===== src/rtl/aes_pkg.sv =====
// Shared AES types, GF(2^8) helpers and the MixColumns FSM encoding.
// Column helpers use the state layout: column c = bits [127-32c -: 32].
package aes_pkg;

    localparam logic [7:0] AES_POLY = 8'h1B;

    typedef logic [31:0]  column_t;
    typedef logic [127:0] state_t;

    typedef enum logic [1:0] {IDLE, BUSY, DONE} fsm_state_t;

    function automatic logic [7:0] xtime(input logic [7:0] b);
        return {b[6:0], 1'b0} ^ (b[7] ? AES_POLY : 8'h00);
    endfunction

    function automatic logic [7:0] mul3(input logic [7:0] b);
        return xtime(b) ^ b;
    endfunction

    function automatic column_t get_col(input state_t s, input logic [1:0] idx);
        column_t c;
        case (idx)
            2'd0:    c = s[127:96];
            2'd1:    c = s[95:64];
            2'd2:    c = s[63:32];
            default: c = s[31:0];
        endcase
        return c;
    endfunction

    function automatic state_t set_col(input state_t s, input logic [1:0] idx, input column_t c);
        state_t r;
        r = s;
        case (idx)
            2'd0:    r[127:96] = c;
            2'd1:    r[95:64]  = c;
            2'd2:    r[63:32]  = c;
            default: r[31:0]   = c;
        endcase
        return r;
    endfunction

endpackage


===== src/rtl/mix_columns_seq_if.sv =====
// Handshake bundle for mix_columns_seq: input state channel and held output channel.
// With MIXCOL_BYPASS_EN defined the input channel also carries in_last.
interface mix_columns_seq_if;
    import aes_pkg::*;

    logic   in_valid;
    logic   in_ready;
    state_t in_state;
    logic   out_valid;
    logic   out_ready;
    state_t out_state;
`ifdef MIXCOL_BYPASS_EN
    logic   in_last;

    modport master (
        output in_valid, in_state, in_last, out_ready,
        input  in_ready, out_valid, out_state
    );
    modport slave (
        input  in_valid, in_state, in_last, out_ready,
        output in_ready, out_valid, out_state
    );
`else
    modport master (
        output in_valid, in_state, out_ready,
        input  in_ready, out_valid, out_state
    );
    modport slave (
        input  in_valid, in_state, out_ready,
        output in_ready, out_valid, out_state
    );
`endif

endinterface


===== src/rtl/mix_column_fwd.sv =====
// Combinational forward MixColumns of one 32-bit column, matrix [02 03 01 01] circulant.
module mix_column_fwd
    import aes_pkg::*;
(
    input  column_t col_i,
    output column_t col_o
);

    logic [7:0] a, b, c, d;

    assign {a, b, c, d} = col_i;

    assign col_o = {
        xtime(a) ^ mul3(b)  ^ c        ^ d,
        a        ^ xtime(b) ^ mul3(c)  ^ d,
        a        ^ b        ^ xtime(c) ^ mul3(d),
        mul3(a)  ^ b        ^ c        ^ xtime(d)
    };

endmodule


===== src/rtl/mix_columns_seq.sv =====
// Sequential AES MixColumns: COLS_PER_CYCLE columns per BUSY cycle, held valid/ready output.
// Optional MIXCOL_BYPASS_EN adds in_last to pass the state through unmixed with identical timing.
module mix_columns_seq
    import aes_pkg::*;
#(
    parameter int unsigned COLS_PER_CYCLE = 1
) (
    input logic             clk,
    input logic             rst,
    mix_columns_seq_if.slave bus
);

    localparam logic [1:0] STEP     = 2'(COLS_PER_CYCLE);
    localparam logic [1:0] LAST_GRP = 2'(4 - COLS_PER_CYCLE);

    fsm_state_t state_q, state_d;
    logic [1:0] col_cnt_q, col_cnt_d;
    state_t     in_q, res_q, res_d, out_q;
    logic       load_in, load_out;

    column_t    mix_in   [COLS_PER_CYCLE];
    column_t    mix_out  [COLS_PER_CYCLE];
    column_t    mixed    [COLS_PER_CYCLE];
    logic [1:0] grp_idx  [COLS_PER_CYCLE];

`ifdef MIXCOL_BYPASS_EN
    logic last_q;
`endif

    for (genvar k = 0; k < COLS_PER_CYCLE; k++) begin : g_col
        assign grp_idx[k] = col_cnt_q + 2'(k);
        assign mix_in[k]  = get_col(in_q, grp_idx[k]);

        mix_column_fwd u_mix (
            .col_i (mix_in[k]),
            .col_o (mix_out[k])
        );

`ifdef MIXCOL_BYPASS_EN
        // Final round skips MixColumns but keeps the same pipeline timing.
        assign mixed[k] = last_q ? mix_in[k] : mix_out[k];
`else
        assign mixed[k] = mix_out[k];
`endif
    end

    always_comb begin
        res_d = res_q;
        for (int k = 0; k < COLS_PER_CYCLE; k++) begin
            res_d = set_col(res_d, grp_idx[k], mixed[k]);
        end
    end

    always_comb begin
        state_d   = state_q;
        col_cnt_d = col_cnt_q;
        load_in   = 1'b0;
        load_out  = 1'b0;
        unique case (state_q)
            IDLE: begin
                if (bus.in_valid) begin
                    load_in   = 1'b1;
                    col_cnt_d = 2'd0;
                    state_d   = BUSY;
                end
            end
            BUSY: begin
                col_cnt_d = col_cnt_q + STEP;
                if (col_cnt_q == LAST_GRP) begin
                    load_out = 1'b1;
                    state_d  = DONE;
                end
            end
            DONE: begin
                if (bus.out_ready) begin
                    state_d = IDLE;
                end
            end
            default: state_d = IDLE;
        endcase
    end

    always_ff @(posedge clk) begin
        if (rst) begin
            state_q   <= IDLE;
            col_cnt_q <= 2'd0;
            in_q      <= '0;
            res_q     <= '0;
            out_q     <= '0;
`ifdef MIXCOL_BYPASS_EN
            last_q    <= 1'b0;
`endif
        end else begin
            state_q   <= state_d;
            col_cnt_q <= col_cnt_d;
            if (load_in) begin
                in_q <= bus.in_state;
`ifdef MIXCOL_BYPASS_EN
                last_q <= bus.in_last;
`endif
            end
            if (state_q == BUSY) begin
                res_q <= res_d;
            end
            // out_state only moves on DONE entry so it stays stable under backpressure.
            if (load_out) begin
                out_q <= res_d;
            end
        end
    end

    assign bus.in_ready  = (state_q == IDLE) && !rst;
    assign bus.out_valid = (state_q == DONE) && !rst;
    assign bus.out_state = out_q;

endmodule

===== src/flat_wrapper.sv =====
// flat-port wrapper written by rule: the top's interface ports become plain ports
module mix_columns_seq_flat import aes_pkg::*;
#(
    parameter int unsigned COLS_PER_CYCLE = 1
)
  (clk, rst, bus_in_valid, bus_in_state, bus_out_ready, bus_in_ready, bus_out_valid, bus_out_state);
  mix_columns_seq_if bus_i ();
  input logic clk;
  input logic rst;
  input wire logic [$bits(bus_i.in_valid)-1:0] bus_in_valid;
  input wire logic [$bits(bus_i.in_state)-1:0] bus_in_state;
  input wire logic [$bits(bus_i.out_ready)-1:0] bus_out_ready;
  output wire logic [$bits(bus_i.in_ready)-1:0] bus_in_ready;
  output wire logic [$bits(bus_i.out_valid)-1:0] bus_out_valid;
  output wire logic [$bits(bus_i.out_state)-1:0] bus_out_state;
  assign bus_i.in_valid = bus_in_valid;
  assign bus_i.in_state = bus_in_state;
  assign bus_i.out_ready = bus_out_ready;
  assign bus_in_ready = bus_i.in_ready;
  assign bus_out_valid = bus_i.out_valid;
  assign bus_out_state = bus_i.out_state;
  mix_columns_seq #(.COLS_PER_CYCLE(COLS_PER_CYCLE)) u_core (.clk(clk), .rst(rst), .bus(bus_i));
endmodule

===== config.mk =====
export PLATFORM = sky130hd
export DESIGN_NAME = mix_columns_seq_flat
export DESIGN_NICKNAME = d
export VERILOG_FILES = /design/src/rtl/aes_pkg.sv /design/src/rtl/mix_columns_seq_if.sv /design/src/rtl/mix_column_fwd.sv /design/src/rtl/mix_columns_seq.sv /design/src/flat_wrapper.sv
export SDC_FILE = /design/constraint.sdc
export NUM_CORES = 1
export LEC_CHECK = 0
export ABC_AREA = 1
export CAP_MARGIN = 20
export CORE_MARGIN = 10
export CORE_UTILIZATION = 42
export CTS_CLUSTER_SIZE = 24
export DETAILED_ROUTE_END_ITERATION = 16
export PLACE_DENSITY = 0.71
export SKIP_LAST_GASP = 1
export SLEW_MARGIN = 20
export SYNTH_ARGS = -nofsm -noshare
export SYNTH_HDL_FRONTEND = slang
export SYNTH_SLANG_ARGS = --single-unit
export TNS_END_PERCENT = 1

===== constraint.sdc =====
create_clock -name clk -period 2.45 [get_ports clk]
set_input_delay 0.3675 -clock clk [delete_from_list [all_inputs] [get_ports clk]]
set_output_delay 0.3675 -clock clk [all_outputs]
set_load 0.03 [all_outputs]

==> results.md <==
- CP max FO: 7
- FF+latch area: 7134 um^2
- Hold-fix buffers, CTS: 0
- Asr flop ratio synth: 0
- EDFF count, synth: 0
- Syn Inst Count: 2694
- CTS tree: yes
- Die W: 223.5 um
- Root buf cell: clkbuf_16
- Fmax: 400.6 MHz
- Area grow syn2layout: 39.62%
- Post-Syn Area: 17390 um^2
- WL/cell: 17.86 um
- Htree depth: 2
- Hold Startpoint: rst
- Post-Layout Cell Count: 3625
- Chip height: 223.5 um
- Leak: 0.01151 uW
- Synth cell types: 30
- Worst r2r src: u_core.col_cnt_q[1]
- IO Pins: 262
- CTS Buf Count: 38
- Synth Flop Type: dfxtp_1
- Crit path buffers/inverters: 5
- Endpoints failing setup: 3
- Max Buffers Root-to-Sink: 3
- Final setup margin: -0.04596 ns
- Final antenna-violating net count: 0
- Routed vias: 18793
- DP Wirelength: 48.67 mm
- Drt first pass iters: 6
- Clk slew on worst S/H paths: 0.06 ns
- CORE AREA: 40920 um^2
- Multi-input logic area: 9864 um^2
- Fill cells: 3774
- Die area: 49940 um^2
- Port buffer count: 261
- Dpl cells: 3524
- Drt via density: 5.184
- Largest net degree at the start of global routing: 195
- Final Skew: 0.02939 ns
- VDD IR max: 0.4453 mV
- Mapped Nets: 2830
- Part of the cycle the worst path needs: 1.019
- Grt ovf: 0
- CP top delay family: simple AND/OR/NAND/NOR gates
- Vias in the first global route: 17878
- Initial antenna violation count: 1
- Kind of critical path: reg2reg
- Slowest cell on the critical path: dfxtp_4
- Post-detailed-routing wire length: 64.76 mm
- Worst setup path startpoint: u_core.col_cnt_q[1]
- DR iter-0 viols: 1601
- Post-layout util: 0.5932
- Worst setup SP type: register
- Max-cap violation count: 0
- Slew Limit Fails: 0
- Worst slew pin tran: 1.027 ns
- Min Tclk post-route: 2.496 ns
- Crit path DAT: 2.95 ns
- Syn avg cell area: 6.455 um^2
- Number of nets in the layout: 3199
- Warnings, synthesis: 0
- Failing checks: setup timing
- Most common cell after layout, fill and taps aside: nand2_1
- Sequential fraction of the synthesis area: 0.4098
- Worst path cell trace: inv_4, ha_4, buf_6, buf_4, nand2_1, nand2_2, nor2_1, nor2_2, buf_4, nand2_1, nand2_2, nand2_2, nand2_1, nand2_2, nand3_1, nand3_1, nand2_1, inv_1
- Worst EP required: 2.90 ns
- Final hold violations: 0
- CP max stage delay: 0.37 ns
- Share of cells above drive strength 1: 0.1866
- Pwr Density: 718.4 nW/um^2
- Clock sinks: 356
- RSZ-0062 raised after global routing: yes
- CP Capture Type: register
- GPL Wtd Cong: 0.9489
- Place WS: -0.3460 ns
- Clock Latency Late Sink: 0.57 ns
- Slew margin rel.: 0.3155
- Outcome: finished with violations
- WHS: 0.2412 ns
- Tightest Hold Check Type: in2reg
- FF+latch count, synth: 356
- Number of placement rows: 74
- Initial Util: 0.4249
- Drt drc: 0
- Most frequent cells in the layout: 694 x nand2_1, 442 x nor2_1, 354 x dfxtp_1
- First-pass GRT wire length: 98.93 mm
- Global Route Usage Sum: 0.2478
==> area by class of cell <==
class	instances	share of cell area
antenna	1	0.0001031
clock buffer	49	0.04422
clock inverter	20	0.009946
inverter	196	0.03097
multi-input combinational	1986	0.4063
sequential	356	0.2939
tap	532	0.02742
timing repair buffer	485	0.1872
==> kinds of logic after synthesis <==
| family | after synthesis | share of synthesized area |
|---|---|---|
| DFF | 356 | 0.4098 |
| buffers and inverters | 352 | 0.08109 |
| adders and majority gates | 4 | 0.002878 |
| AOI/OAI and AO/OA | 384 | 0.1307 |
| xor gates and xnor gates | 1 | 0.0005038 |
| and+or+nand+nor | 1597 | 0.3749 |
==> state kept, by name, summed over array words and instances, names as in the netlist <==
| signal | count |
|---|---|
| u_core.state_q | 2 |
| u_core.col_cnt_q | 2 |
| u_core.res_q | 96 |
| u_core.in_q | 128 |
| u_core.bus.out_state | 128 |
==> worst paths after layout <==
check,depth (start not counted),end,slack [ns]
setup reg to reg,18,u_core.res_q[125],-0.05
hold / removal,2,u_core.col_cnt_q[1],0.24
hold reg to reg,2,u_core.bus.out_state[4],0.48
setup / recovery,18,u_core.res_q[125],-0.05
==> what timing repair did <==
action | 4_1_cts | 5_1_grt
hold endpoints to repair | 0 | 0
resized for setup | 61 | 202
buffers inserted | 16 | 14
endpoints found under the setup margin | 215 | 221
pin swaps | 8 | 66
gates cloned | 0 | 1
==> cells in the mapped netlist (3+ instances only) <==
library cell / number / area [um^2]
nand3_1: 283 / 1416
o21bai_1: 13 / 97.59
nor2_2: 18 / 112.6
dfxtp_1: 356 / 7127
buf_1: 9 / 33.78
nor2_1: 461 / 1730
nand2_1: 791 / 2969
nor3_1: 3 / 15.01
nand3b_1: 4 / 30.03
ha_1: 4 / 50.05
or2_2: 31 / 193.9
nor2_4: 3 / 33.78
o21ai_0: 194 / 970.9
nand2_2: 3 / 18.77
o21a_1: 67 / 503.0
buf_2: 21 / 105.1
a21oi_1: 72 / 360.4
o21bai_2: 11 / 123.9
o211ai_1: 23 / 172.7
inv_2: 7 / 26.28
inv_1: 188 / 705.7
buf_6: 6 / 67.56
clkbuf_1: 116 / 435.4
buf_4: 4 / 30.03
==> per-layer routing <==
layer / up-vias / routed length [um] / global-route usage
li1: 9274 / - / -
met5: - / 12 / 0
met3: 117 / 5287 / 0.06472
met1: 8660 / 27880 / 0.3159
met2: 740 / 29610 / 0.3991
met4: 2 / 1966 / 0.08021
==> through the flow <==
step	total power [uW]	area (um^2)	setup TNS, ns
2_1_floorplan	8849	17390	0
3_3_place_gp	10740	21680	-14.46
3_5_place_dp	10810	21680	-23.48
4_1_cts	16960	23370	-0.8508
5_1_grt	18220	24280	-8.285
6_report	17440	24280	-0.05497
==> power by group <==
group / leakage (uW) / internal, uW / switching [uW] / total (uW)
logic: 0.00795 / 1940 / 3110 / 5050
clock network: 0.000644 / 3550 / 2470 / 6020
registers: 0.00292 / 6150 / 229 / 6380
(Power assumes the default switching activity.)
